File: src/rtl/soc_system_sysid_pkg.sv
// Shared constants for the extended system-ID slave: register offsets,
// capability-word layout and legal parameter ranges.
package soc_system_sysid_pkg;

  // Register word offsets
  localparam int REG_SYS_ID    = 0;
  localparam int REG_TIMESTAMP = 1;
  localparam int REG_CAPS      = 2;
  localparam int REG_SCRATCH   = 3;
  localparam int REG_UPTIME_LO = 4;
  localparam int REG_UPTIME_HI = 5;
  localparam int REG_USER_BASE = 8;

  // Capability word layout
  localparam logic [15:0] CAPS_SIGNATURE    = 16'h5359;
  localparam int          CAPS_NUM_USER_LSB = 0;
  localparam int          CAPS_LATENCY_LSB  = 4;
  localparam int          CAPS_ADDR_W_LSB   = 8;
  localparam int          CAPS_SIG_LSB      = 16;

  // Legal parameter ranges
  localparam int MAX_USER_WORDS   = 8;
  localparam int MIN_READ_LATENCY = 1;
  localparam int MAX_READ_LATENCY = 3;

  // Builds the read-only capability word from the build options.
  function automatic logic [31:0] caps_word(input int num_user, input int latency,
                                            input int addr_w);
    logic [31:0] w;
    w = '0;
    w[CAPS_NUM_USER_LSB +: 4] = 4'(num_user);
    w[CAPS_LATENCY_LSB  +: 2] = 2'(latency);
    w[CAPS_ADDR_W_LSB   +: 4] = 4'(addr_w);
    w[CAPS_SIG_LSB      +: 16] = CAPS_SIGNATURE;
    return w;
  endfunction

endpackage

File: src/rtl/soc_system_sysid_rdpipe.sv
// Fixed-depth valid/data delay line for read responses. Data is forced to
// zero on stages that carry no valid response, so the output bus is quiet
// whenever out_valid is low. Reset flushes every stage.
module soc_system_sysid_rdpipe #(
  parameter int LATENCY = 1,
  parameter int W       = 32
) (
  input  logic         clock,
  input  logic         reset,
  input  logic         in_valid,
  input  logic [W-1:0] in_data,
  output logic         out_valid,
  output logic [W-1:0] out_data
);

  logic [LATENCY-1:0] vld;
  logic [W-1:0]       dat [LATENCY];

  // Shift valid and data one stage per clock; stage 0 captures the accept.
  always_ff @(posedge clock or posedge reset) begin
    if (reset) begin
      vld <= '0;
      // NOTE: every stage is cleared so a response in flight at reset can never emerge afterwards.
      for (int k = 0; k < LATENCY; k++) dat[k] <= '0;
    end else begin
      vld[0] <= in_valid;
      dat[0] <= in_valid ? in_data : '0;
      for (int k = 1; k < LATENCY; k++) begin
        vld[k] <= vld[k-1];
        dat[k] <= dat[k-1];
      end
    end
  end

  assign out_valid = vld[LATENCY-1];
  assign out_data  = dat[LATENCY-1];

endmodule

File: src/rtl/soc_system_sysid_ext.sv
// Extended system-identification slave for the lightweight bridge: ID and
// timestamp constants, capability word, scratch register, 64-bit uptime
// counter with coherent high-word snapshot, board user-info words and a
// pipelined read response.
module soc_system_sysid_ext
  import soc_system_sysid_pkg::*;
#(
  parameter logic [31:0] SYS_ID         = 32'hACD5_CD02,
  parameter logic [31:0] TIMESTAMP      = 32'h5289_0E66,
  parameter int          NUM_USER_WORDS = 4,
  parameter int          ADDR_W         = 4,
  parameter int          READ_LATENCY   = 1,
  // A zero-word build still gets a one-word port so the bus is never empty.
  localparam int         USER_W         = (NUM_USER_WORDS > 0) ? 32 * NUM_USER_WORDS : 32
) (
  input  logic              clock,
  input  logic              reset,
  input  logic [ADDR_W-1:0] address,
  input  logic              read,
  input  logic              write,
  input  logic [31:0]       writedata,
  input  logic [3:0]        byteenable,
  input  logic [USER_W-1:0] user_info,
  output logic [31:0]       readdata,
  output logic              readdatavalid
);

  // Build-option sanity checks
  if (NUM_USER_WORDS < 0 || NUM_USER_WORDS > MAX_USER_WORDS) begin : g_bad_user_words
    $error("NUM_USER_WORDS out of range 0..8");
  end
  if (READ_LATENCY < MIN_READ_LATENCY || READ_LATENCY > MAX_READ_LATENCY) begin : g_bad_latency
    $error("READ_LATENCY out of range 1..3");
  end
  if (ADDR_W < 1 || ADDR_W > 30 || (1 << ADDR_W) < REG_USER_BASE + NUM_USER_WORDS) begin : g_bad_addr_w
    $error("ADDR_W too small for the register map");
  end

  localparam logic [31:0] CAPS = caps_word(NUM_USER_WORDS, READ_LATENCY, ADDR_W);

  logic [31:0] addr_w;
  logic        rd_accept;
  logic        wr_scratch;
  logic [31:0] scratch;
  logic [63:0] uptime;
  logic [31:0] hi_shadow;
  logic [31:0] rd_data;

  // A simultaneous write wins; the read is dropped and never answered.
  assign addr_w     = 32'(address);
  assign rd_accept  = read && !write;
  assign wr_scratch = write && (addr_w == 32'(REG_SCRATCH));

  // Register-map decode of the read data sampled in the accept cycle.
  always_comb begin
    // NOTE: default first so every path assigns rd_data and no latch is inferred.
    rd_data = '0;
    case (addr_w)
      32'(REG_SYS_ID):    rd_data = SYS_ID;
      32'(REG_TIMESTAMP): rd_data = TIMESTAMP;
      32'(REG_CAPS):      rd_data = CAPS;
      32'(REG_SCRATCH):   rd_data = scratch;
      32'(REG_UPTIME_LO): rd_data = uptime[31:0];
      32'(REG_UPTIME_HI): rd_data = hi_shadow;
      default: begin
        for (int k = 0; k < NUM_USER_WORDS; k++) begin
          if (addr_w == 32'(REG_USER_BASE + k)) rd_data = user_info[32*k +: 32];
        end
      end
    endcase
  end

  // Scratch register with per-byte-lane write enables.
  always_ff @(posedge clock or posedge reset) begin
    if (reset) begin
      scratch <= '0;
    end else if (wr_scratch) begin
      for (int b = 0; b < 4; b++) begin
        // NOTE: non-blocking for all sequential state so readers in the same edge see the old value.
        if (byteenable[b]) scratch[8*b +: 8] <= writedata[8*b +: 8];
      end
    end
  end

  // Free-running uptime counter; wraps naturally at 2^64.
  always_ff @(posedge clock or posedge reset) begin
    if (reset) uptime <= '0;
    else       uptime <= uptime + 64'd1;
  end

  // Snapshot the high word whenever the low word is read, so a following
  // high-word read pairs with it even if the low word has since wrapped.
  always_ff @(posedge clock or posedge reset) begin
    if (reset)                                          hi_shadow <= '0;
    else if (rd_accept && addr_w == 32'(REG_UPTIME_LO)) hi_shadow <= uptime[63:32];
  end

  soc_system_sysid_rdpipe #(
    .LATENCY (READ_LATENCY),
    .W       (32)
  ) u_rdpipe (
    .clock     (clock),
    .reset     (reset),
    .in_valid  (rd_accept),
    .in_data   (rd_data),
    .out_valid (readdatavalid),
    .out_data  (readdata)
  );

endmodule

File: config.mk
export PLATFORM = sky130hd
export DESIGN_NAME = soc_system_sysid_ext
export DESIGN_NICKNAME = d
export VERILOG_FILES = /design/src/rtl/soc_system_sysid_pkg.sv /design/src/rtl/soc_system_sysid_rdpipe.sv /design/src/rtl/soc_system_sysid_ext.sv
export SDC_FILE = /design/constraint.sdc
export NUM_CORES = 1
export LEC_CHECK = 0
export CELL_PAD_IN_SITES_DETAIL_PLACEMENT = 1
export CELL_PAD_IN_SITES_GLOBAL_PLACEMENT = 2
export CORE_MARGIN = 3
export CORE_UTILIZATION = 28
export DETAILED_ROUTE_END_ITERATION = 8
export GPL_ROUTABILITY_DRIVEN = 0
export PLACE_DENSITY = 0.75
export REMOVE_ABC_BUFFERS = 1
export SYNTH_ARGS = -nofsm -noshare
export SYNTH_HDL_FRONTEND = slang
export SYNTH_SLANG_ARGS = --single-unit
File: constraint.sdc
create_clock -name clock -period 4.8 [get_ports clock]
set_input_delay 0.72 -clock clock [delete_from_list [all_inputs] [get_ports clock]]
set_output_delay 0.72 -clock clock [all_outputs]
set_load 0.01 [all_outputs]
==> out/metrics.yaml, run 1 <==
drc_errors: 0
fin_cells: 1317
io_pins: 205
grt_pass1_vias: 7227
setup_violations: 0
grt_usage_pct: 18.1
synth_cells: 729
p_per_area_nw_per_um2: 301
ys.warnings.count: 0
endpoint_kind: "flip-flop"
clock_latency_ns: 0.43
dp.cells: 1285
fin_util_pct: 39.9
start_util_pct: 28.8
synthDistinctLibCells: 50
hp-class: "reg2reg"
path_max_fanout: 16
core_area_sq_um: 28200
synth_area_per_cell_sq_um: 11.2
r2r-end: "uptime[63]$_DFF_PP0_"
cts_buffers: 17
cts_tree: "built"
cts_sinks: 161
post-place-ws_ns: 1.32
die_area_sq_um: 31100
ys_seq_area_share_pct: 49.5
viasPerCell: 5.09
max_slew_margin_pct: 27.0
cts_resized: 0
postSynth.asyncResetShare_pct: 100
num_antenna_cells: 0
p_leak_nw: 4.80
dp_hpwl_mm: 21.4
synth-edff-count: 0
cts_setup_buffers: 0
clk_pin_slew_ns: 0.06
fmax_mhz: 328
rrSetupSlack_ns: 2.28
drive_above_1_share_pct: 14.6
grt_pass1_wl_mm: 43.7
status: "complete, no violations"
rows: 61
setup-tns-final_ns: 0
die_y_um: 176
cts_root_buf: "clkbuf_16"
grt-ovfl-total: 0
final_nets: 1099
critPathRequiredTime_ns: 5.11
synth_flop_cell: "dfrtp_1"
power_mw: 3.39
drtIter0Drc: 345
reg2reg_depth: 5
slew_violations: 0
worstMarginPinSlew_ns: 1.09
wl_per_cell_um: 21.3
max_cap_viol_count: 0
vdd_drop_max_v: 0.000248
r2r_start: "uptime[11]$_DFF_PP0_"
rsz0062_at_grt: "no"
ys_ff_latch: 161
path_class: "in2reg"
critical_path.endpoint: "scratch[7]$_DFFE_PP0P_"
fin_skew_ns: 0.00718
drt-total-wl_mm: 28.1
vias: 6698
io_buffers: 204
antenna_left: 0
fin_crit_sh_pct: 63.5
hold_violations: 0
crit_start: "address[2]"
cts_max_path_buffers: 2
hold_buffers: 0
syn_area_sq_um: 8130
setup_ws_ns: 1.75
min_period_ns: 3.05
h-tree-depth: 4
worstPathArrival_ns: 3.36
area_growth_pct: 38.4
firstDrtPassIters: 4
die_w_um: 176
grt_max_degree: 76
critPathLaunchType: "input port"
antenna_found_initial: 0
-- synth_stat cells (all sizes together), types with 23 or more instances --
| library cell | count | area share, % |
|---|---|---|
| dfrtp | 161 | 50 |
| mux2 | 62 | 8.6 |
| nand2 | 50 | 2.3 |
| a221oi | 39 | 4.2 |
| clkbuf | 38 | 1.8 |
| nor3 | 36 | 2.5 |
| xnor2 | 34 | 3.7 |
| nor2 | 31 | 1.4 |
| nand3 | 30 | 1.9 |
| xor2 | 28 | 3.0 |
| mux2i | 27 | 3.3 |
| o21ai | 23 | 1.4 |
| o2bb2ai | 23 | 2.5 |
-- critical path, cell delays in order --
cell and delay (ns):
clkdlybuf4s50_1 0.54, buf_4 0.26, clkinv_1 0.24, nand2_1 0.19
nor3b_1 0.55, nand2_1 0.45, mux2_2 0.40
-- placed cells by master (no fill, tap or decap), types with 10 or more instances in the layout --
cell type,count
dfrtp_1,161
nand3_1,29
mux2i_1,27
o21ai_0,22
clkdlybuf4s50_1,202
a221oi_1,39
clkbuf_16,17
and3_1,11
nor3_1,31
buf_4,21
o22ai_1,12
mux4_2,10
xor2_1,28
xnor2_1,34
nand2_1,50
mux2_2,62
a21oi_1,11
o2bb2ai_1,23
nand4_1,20
nor2_1,30
-- through the flow --
stage,cell area [sq um],hold WS [ns]
6_report,11300,0.474
5_1_grt,11300,0.498
4_1_cts,11300,0.480
3_5_place_dp,10600,0.471
3_3_place_gp,10600,0.453
2_1_floorplan,7950,0.438
-- report_power, final --
group | leakage [nW] | internal, mW | switching (mW)
Sequential | 2.19 | 1.42 | 0.0343
Clock | 0.307 | 0.928 | 0.546
Combinational | 2.30 | 0.261 | 0.200
Total | 4.80 | 2.61 | 0.780
-- cell families (layout without fill, tap and decap cells) --
kind of cell / count (synthesis) / after routing / synth area share, %
simple gates: 205 / 205 / 13.0
flops: 161 / 161 / 49.5
compound gates: 143 / 143 / 13.1
mux: 99 / 99 / 14.7
xor+xnor: 62 / 62 / 6.68
buf+inv: 58 / 268 / 2.86
fa+ha+maj: 1 / 1 / 0.154
-- flip-flops by register name, summed over array words and instances, names as in the netlist --
name                flops
hi_shadow              32
scratch                32
u_rdpipe.out_data      32
u_rdpipe.out_valid      1
uptime                 64
-- cell type report --
class | instances | area [sq um]
flip-flops and latches | 161 | 4030
fillers | 3048 | 17000
multi-input cells | 510 | 3880
well taps | 378 | 473
inverters | 12 | 50.0
clock buffers | 24 | 492
repair buffers | 224 | 2180
clock inverters | 8 | 149
-- per-layer routing --
metal | GRT usage (%) | routed length [um] | up-vias
met4 | 4.26 | 355 | 0
met1 | 24.5 | 12800 | 3368
met3 | 4.13 | 1620 | 22
met5 | 0 | 0 | -
met2 | 29.8 | 13300 | 181
li1 | - | - | 3127
-- how the worst min path moves through the flow --
stage	start	end	slack, ns	cells after the start
2_1_floorplan	uptime[63]$_DFF_PP0_	uptime[63]$_DFF_PP0_	0.44	1
3_3_place_gp	uptime[63]$_DFF_PP0_	uptime[63]$_DFF_PP0_	0.45	1
3_5_place_dp	uptime[63]$_DFF_PP0_	uptime[63]$_DFF_PP0_	0.47	1
4_1_cts	uptime[63]$_DFF_PP0_	uptime[63]$_DFF_PP0_	0.48	1
5_1_grt	uptime[63]$_DFF_PP0_	uptime[63]$_DFF_PP0_	0.50	1
6_report	uptime[63]$_DFF_PP0_	uptime[63]$_DFF_PP0_	0.47	1
No activity file was read; power rests on OpenSTA's default activity.
==> run 2: changes to the inputs <==
clock period = 2.47 ns   (was 4.8 ns; I/O delays follow)
==> out/metrics.yaml, run 2 (synthesis results as in run 1) <==
area_growth_pct: 42.5
die_area_sq_um: 31100  # unchanged
rsz0062_at_grt: "no"
final_nets: 1142  # +3.9%
setup-tns-final_ns: 0  # unchanged
p_leak_nw: 4.98  # +3.9%
rows: 61  # unchanged
die_w_um: 176  # unchanged
post-place-ws_ns: 0.141  # -1.18 ns
dp_hpwl_mm: 21.9  # +2.3%
setup_ws_ns: 0.167  # -1.58 ns
drtIter0Drc: 363  # +5.2%
cts_root_buf: "clkbuf_16"
gr-usage-met1_pct: 24.2  # -0.27 points
grt_util_met2_pct: 30.5  # +0.72 points
nFillCells: 3118  # +2.3%
start_util_pct: 28.8  # unchanged
cts_resized: 0  # unchanged
fin_skew_ns: 0.00850  # +0.00132 ns
max_cap_viol_count: 0  # unchanged
design_area_sq_um: 11600  # +3.0%
fin_cells: 1358  # +3.1%
p_per_area_nw_per_um2: 535  # +78%
core_area_sq_um: 28200  # unchanged
status: "complete, no violations"
drc_errors: 0  # unchanged
vias: 6850  # +2.3%
slew_violations: 0  # unchanged
drive_above_1_share_pct: 18.2  # +3.6 points
path_max_fanout: 6  # -10
num_antenna_cells: 0  # unchanged
fin_crit_sh_pct: 93.3
firstDrtPassIters: 4  # unchanged
layout_commonest_cell: "clkdlybuf4s50_1"
fin_util_pct: 41.1  # +1.2 points
path_class: "reg2reg"
clk_pin_slew_ns: 0.06  # about the same
drt-total-wl_mm: 28.2  # +0.52%
layout_common_cells: "clkdlybuf4s50_1, dfrtp_1, mux2_2"
cts_sinks: 161  # unchanged
grt_usage_pct: 18.1  # -0.040 points
grt_pass1_wl_mm: 43.7  # about the same
critPathLaunchType: "flip-flop"
max_slew_margin_pct: 54.2  # +27 points
critPathRequiredTime_ns: 2.81  # -2.30 ns
endpoint_kind: "flip-flop"
r2r-end: "uptime[52]$_DFF_PP0_"
place_area_sq_um: 11100  # +4.2%
h-tree-depth: 4  # unchanged
clock_latency_ns: 0.42  # about the same
crit_start: "uptime[1]$_DFF_PP0_"
grt_max_degree: 45  # -41%
min_period_ns: 2.30
reg2reg_depth: 7  # +2
cts_max_path_buffers: 2  # unchanged
wl_per_cell_um: 20.8  # -2.5%
cts_buffers: 17  # unchanged
hp-class: "in2async"
top_usage_layer: "met2"
viasPerCell: 5.04  # -0.82%
dp.cells: 1328  # +3.3%
die_y_um: 176  # unchanged
antenna_left: 0  # unchanged
top_register: "uptime"
r2r_start: "uptime[1]$_DFF_PP0_"
fmax_mhz: 434
vdd_drop_max_v: 0.000314  # +27%
cts_tree: "built"
grt-ovfl-total: 0  # unchanged
hold_buffers: 0  # unchanged
rrSetupSlack_ns: 0.17  # -2.11 ns
cts_setup_buffers: 0  # unchanged
power_mw: 6.20  # +83%
worstPathArrival_ns: 2.65  # -0.71 ns
grt_pass1_vias: 7350  # +1.7%
largest_reg_flops: 64  # unchanged
grt_util_met3_pct: 3.53  # -0.60 points
hold_violations: 0  # unchanged
antenna_found_initial: 0  # unchanged
io_buffers: 204  # unchanged
worstMarginPinSlew_ns: 0.683  # -0.412 ns
io_pins: 205  # unchanged
whs_ns: 0.356  # -0.118 ns
setup_violations: 0  # unchanged
[run 2: cell count changes in the layout (fill, tap and decap cells not counted)]
cell	previous run	this run
buf_12	0	10
clkinv_2	1	3
inv_6	2	1
buf_4	21	54
clkinvlp_4	2	5
clkinv_4	0	1
bufinv_16	4	1
clkbuf_8	4	0
[run 2: worst max-delay path by stage]
| stage | to | slack [ns] | cells after the start |
|---|---|---|---|
| CTS | uptime[58]$_DFF_PP0_ | 0.16 | 7 |
| floorplan | hi_shadow[0]$_DFFE_PP0P_ | -2.25 | 1 |
| detailed placement | u_rdpipe.out_data[8]$_DFF_PP0_ | 0.14 | 8 |
| global placement | scratch[5]$_DFFE_PP0P_ | 0.22 | 9 |
| finish | uptime[52]$_DFF_PP0_ | 0.17 | 7 |
| global route | uptime[52]$_DFF_PP0_ | 0.03 | 7 |
[run 2: cell type report]
cell class                      instances  area, sq um  area share [%]
Sequential cell                       161         4030            34.8
Inverter                               12         50.0           0.432
Tap cell                              378          473            4.08
Multi-Input combinational cell        510         3880            33.5
Timing Repair Buffer                  267         2630            22.7
Clock buffer                           20          437            3.77
Clock inverter                         10         91.3           0.788
[run 2: per-layer routing]
metal	routed length (um)	up-vias
met5	0	-
met3	1370	16
met1	13100	3457
met4	208	0
li1	-	3206
met2	13500	171
[run 2: report_power, final]
part	internal, mW	total (mW)	switching (mW)
registers	2.76	2.82	0.0622
logic	0.548	0.937	0.390
clock network	1.37	2.44	1.07
total	4.68	6.20	1.52
[run 2: worst max-delay path, cell delays in order (launching register included)]
cell,delay (ns)
dfrtp_1,0.41
ha_1,0.25
nand2_1,0.09
or4_4,0.47
or4_4,0.50
buf_4,0.19
nor3_2,0.16
xor2_1,0.16
==> run 3: changes to the inputs <==
CORE_UTILIZATION = 31   (was 28)
PLACE_DENSITY = 0.79   (was 0.75)
clock period = 2.4 ns   (was 2.47 ns; I/O delays follow)
==> out/metrics.yaml, run 3 (synthesis results as in run 1) <==
status: "complete, no violations"
vdd_drop_max_v: 0.000296  # -5.8%
max_cap_viol_count: 0  # unchanged
grt-ovfl-total: 0  # unchanged
reg2reg_depth: 6  # -1
worstMarginPinSlew_ns: 0.717  # +0.0336 ns
max_slew_margin_pct: 51.9  # -2.3 points
critPathRequiredTime_ns: 2.74  # -0.07 ns
area_growth_pct: 42.8
clock_latency_ns: 0.42  # about the same
cts_root_buf: "clkbuf_16"
nFillCells: 2764  # -11%
num_antenna_cells: 0  # unchanged
drive_above_1_share_pct: 18.3  # +0.12 points
die_w_um: 168  # -4.8%
final-seq-area_sq_um: 4030  # unchanged
io_buffers: 204  # unchanged
cts_tree: "built"
clk_pin_slew_ns: 0.07  # about the same
hp-class: "in2async"
firstDrtPassIters: 4  # unchanged
wl_per_cell_um: 21.4  # +2.9%
grt_max_degree: 48  # +6.7%
grt_usage_pct: 19.9  # +1.8 points
critPathLaunchType: "flip-flop"
path_max_fanout: 4  # -2
core_area_sq_um: 25500  # -9.8%
design_area_sq_um: 11600  # +0.18%
layout_commonest_cell: "clkdlybuf4s50_1"
multi_input_area_sq_um: 3880  # unchanged
layout_common_cells: "clkdlybuf4s50_1, dfrtp_1, mux2_2"
p_per_area_nw_per_um2: 588  # +9.9%
rsz0062_at_grt: "no"
r2r_start: "uptime[3]$_DFF_PP0_"
cts_resized: 0  # unchanged
rrSetupSlack_ns: 0.13  # -0.03 ns
top_register: "uptime"
grt_pass1_vias: 7429  # +1.1%
fin_crit_sh_pct: 94.5  # +1.3 points
place_area_sq_um: 11000  # -0.88%
p_leak_nw: 5.02  # +0.80%
min_period_ns: 2.27  # -0.0352 ns
cts_max_path_buffers: 2  # unchanged
largest_reg_flops: 64  # unchanged
cts_sinks: 161  # unchanged
antenna_found_initial: 0  # unchanged
viasPerCell: 5.31  # +5.2%
io_pins: 205  # unchanged
final_nets: 1139  # -0.26%
die_y_um: 168  # -4.8%
path_class: "reg2reg"
die_area_sq_um: 28200  # -9.4%
h-tree-depth: 4  # unchanged
dp_hpwl_mm: 21.6  # -1.3%
fmax_mhz: 441  # +1.5%
rows: 58  # -4.9%
endpoint_kind: "flip-flop"
hold_buffers: 0  # unchanged
setup_violations: 0  # unchanged
r2r-end: "uptime[54]$_DFF_PP0_"
worstPathArrival_ns: 2.61  # -0.04 ns
drc_errors: 0  # unchanged
start_util_pct: 31.9  # +3.1 points
cts_buffers: 17  # unchanged
fin_skew_ns: 0.0188  # +0.0103 ns
drtIter0Drc: 355  # -2.2%
grt_pass1_wl_mm: 44.1  # +0.95%
hold_violations: 0  # unchanged
setup-tns-final_ns: 0  # unchanged
cts_setup_buffers: 0  # unchanged
slew_violations: 0  # unchanged
antenna_left: 0  # unchanged
vias: 6949  # +1.4%
drt-total-wl_mm: 28.0  # -0.85%
crit_start: "uptime[3]$_DFF_PP0_"
## run 3: critical path, stage by stage, from the launching register on
cell	delay (ns)
dfrtp_1	0.44
nand3_2	0.11
or4_4	0.58
or4_4	0.47
buf_4	0.18
nor3_1	0.22
xor2_1	0.19
## run 3: where the power goes
group	switching (mW)	internal, mW	total (mW)
clock network	1.12	1.84	2.96
logic	0.391	0.556	0.947
registers	0.0783	2.84	2.92
total	1.59	5.23	6.82
## run 3: layer usage
metal	part of all wire (%)	track usage, %	wire (um)
met1	45	27.4	12700
met2	49	33.3	13600
met3	5.3	3.64	1490
met4	0.45	3.42	127
met5	0	0	0
## run 3: how the worst max path moves through the flow
stage | endpoint | slack [ns] | depth (start not counted)
finish | uptime[54]$_DFF_PP0_ | 0.13 | 6
floorplan | hi_shadow[0]$_DFFE_PP0P_ | -2.31 | 1
global route | uptime[54]$_DFF_PP0_ | 0.002 | 7
global placement | scratch[9]$_DFFE_PP0P_ | 0.20 | 9
detailed placement | uptime[54]$_DFF_PP0_ | 0.11 | 7
CTS | uptime[54]$_DFF_PP0_ | 0.09 | 6
## run 3: through the flow
step                instances  setup WS, ns  total power [mW]  hold WS [ns]  utilization (%)
CTS                      1309        0.0855              6.89         0.370             45.6
global route             1309       0.00183              7.10         0.382             45.6
floorplan                 683         -2.31              3.33         0.438                -
detailed placement       1277         0.108              3.93         0.466             43.1
finish                   1309         0.132              6.82         0.354             45.6
global placement         1277         0.199              3.91         0.476             43.1
## run 3: final cells by class
class	instances	area share (%)
clock buffers	21	4.05
repair buffers	264	22.3
multi-input cells	510	33.4
inverters	12	0.431
well taps	330	3.55
flip-flops and latches	161	34.7
clock inverters	11	1.52
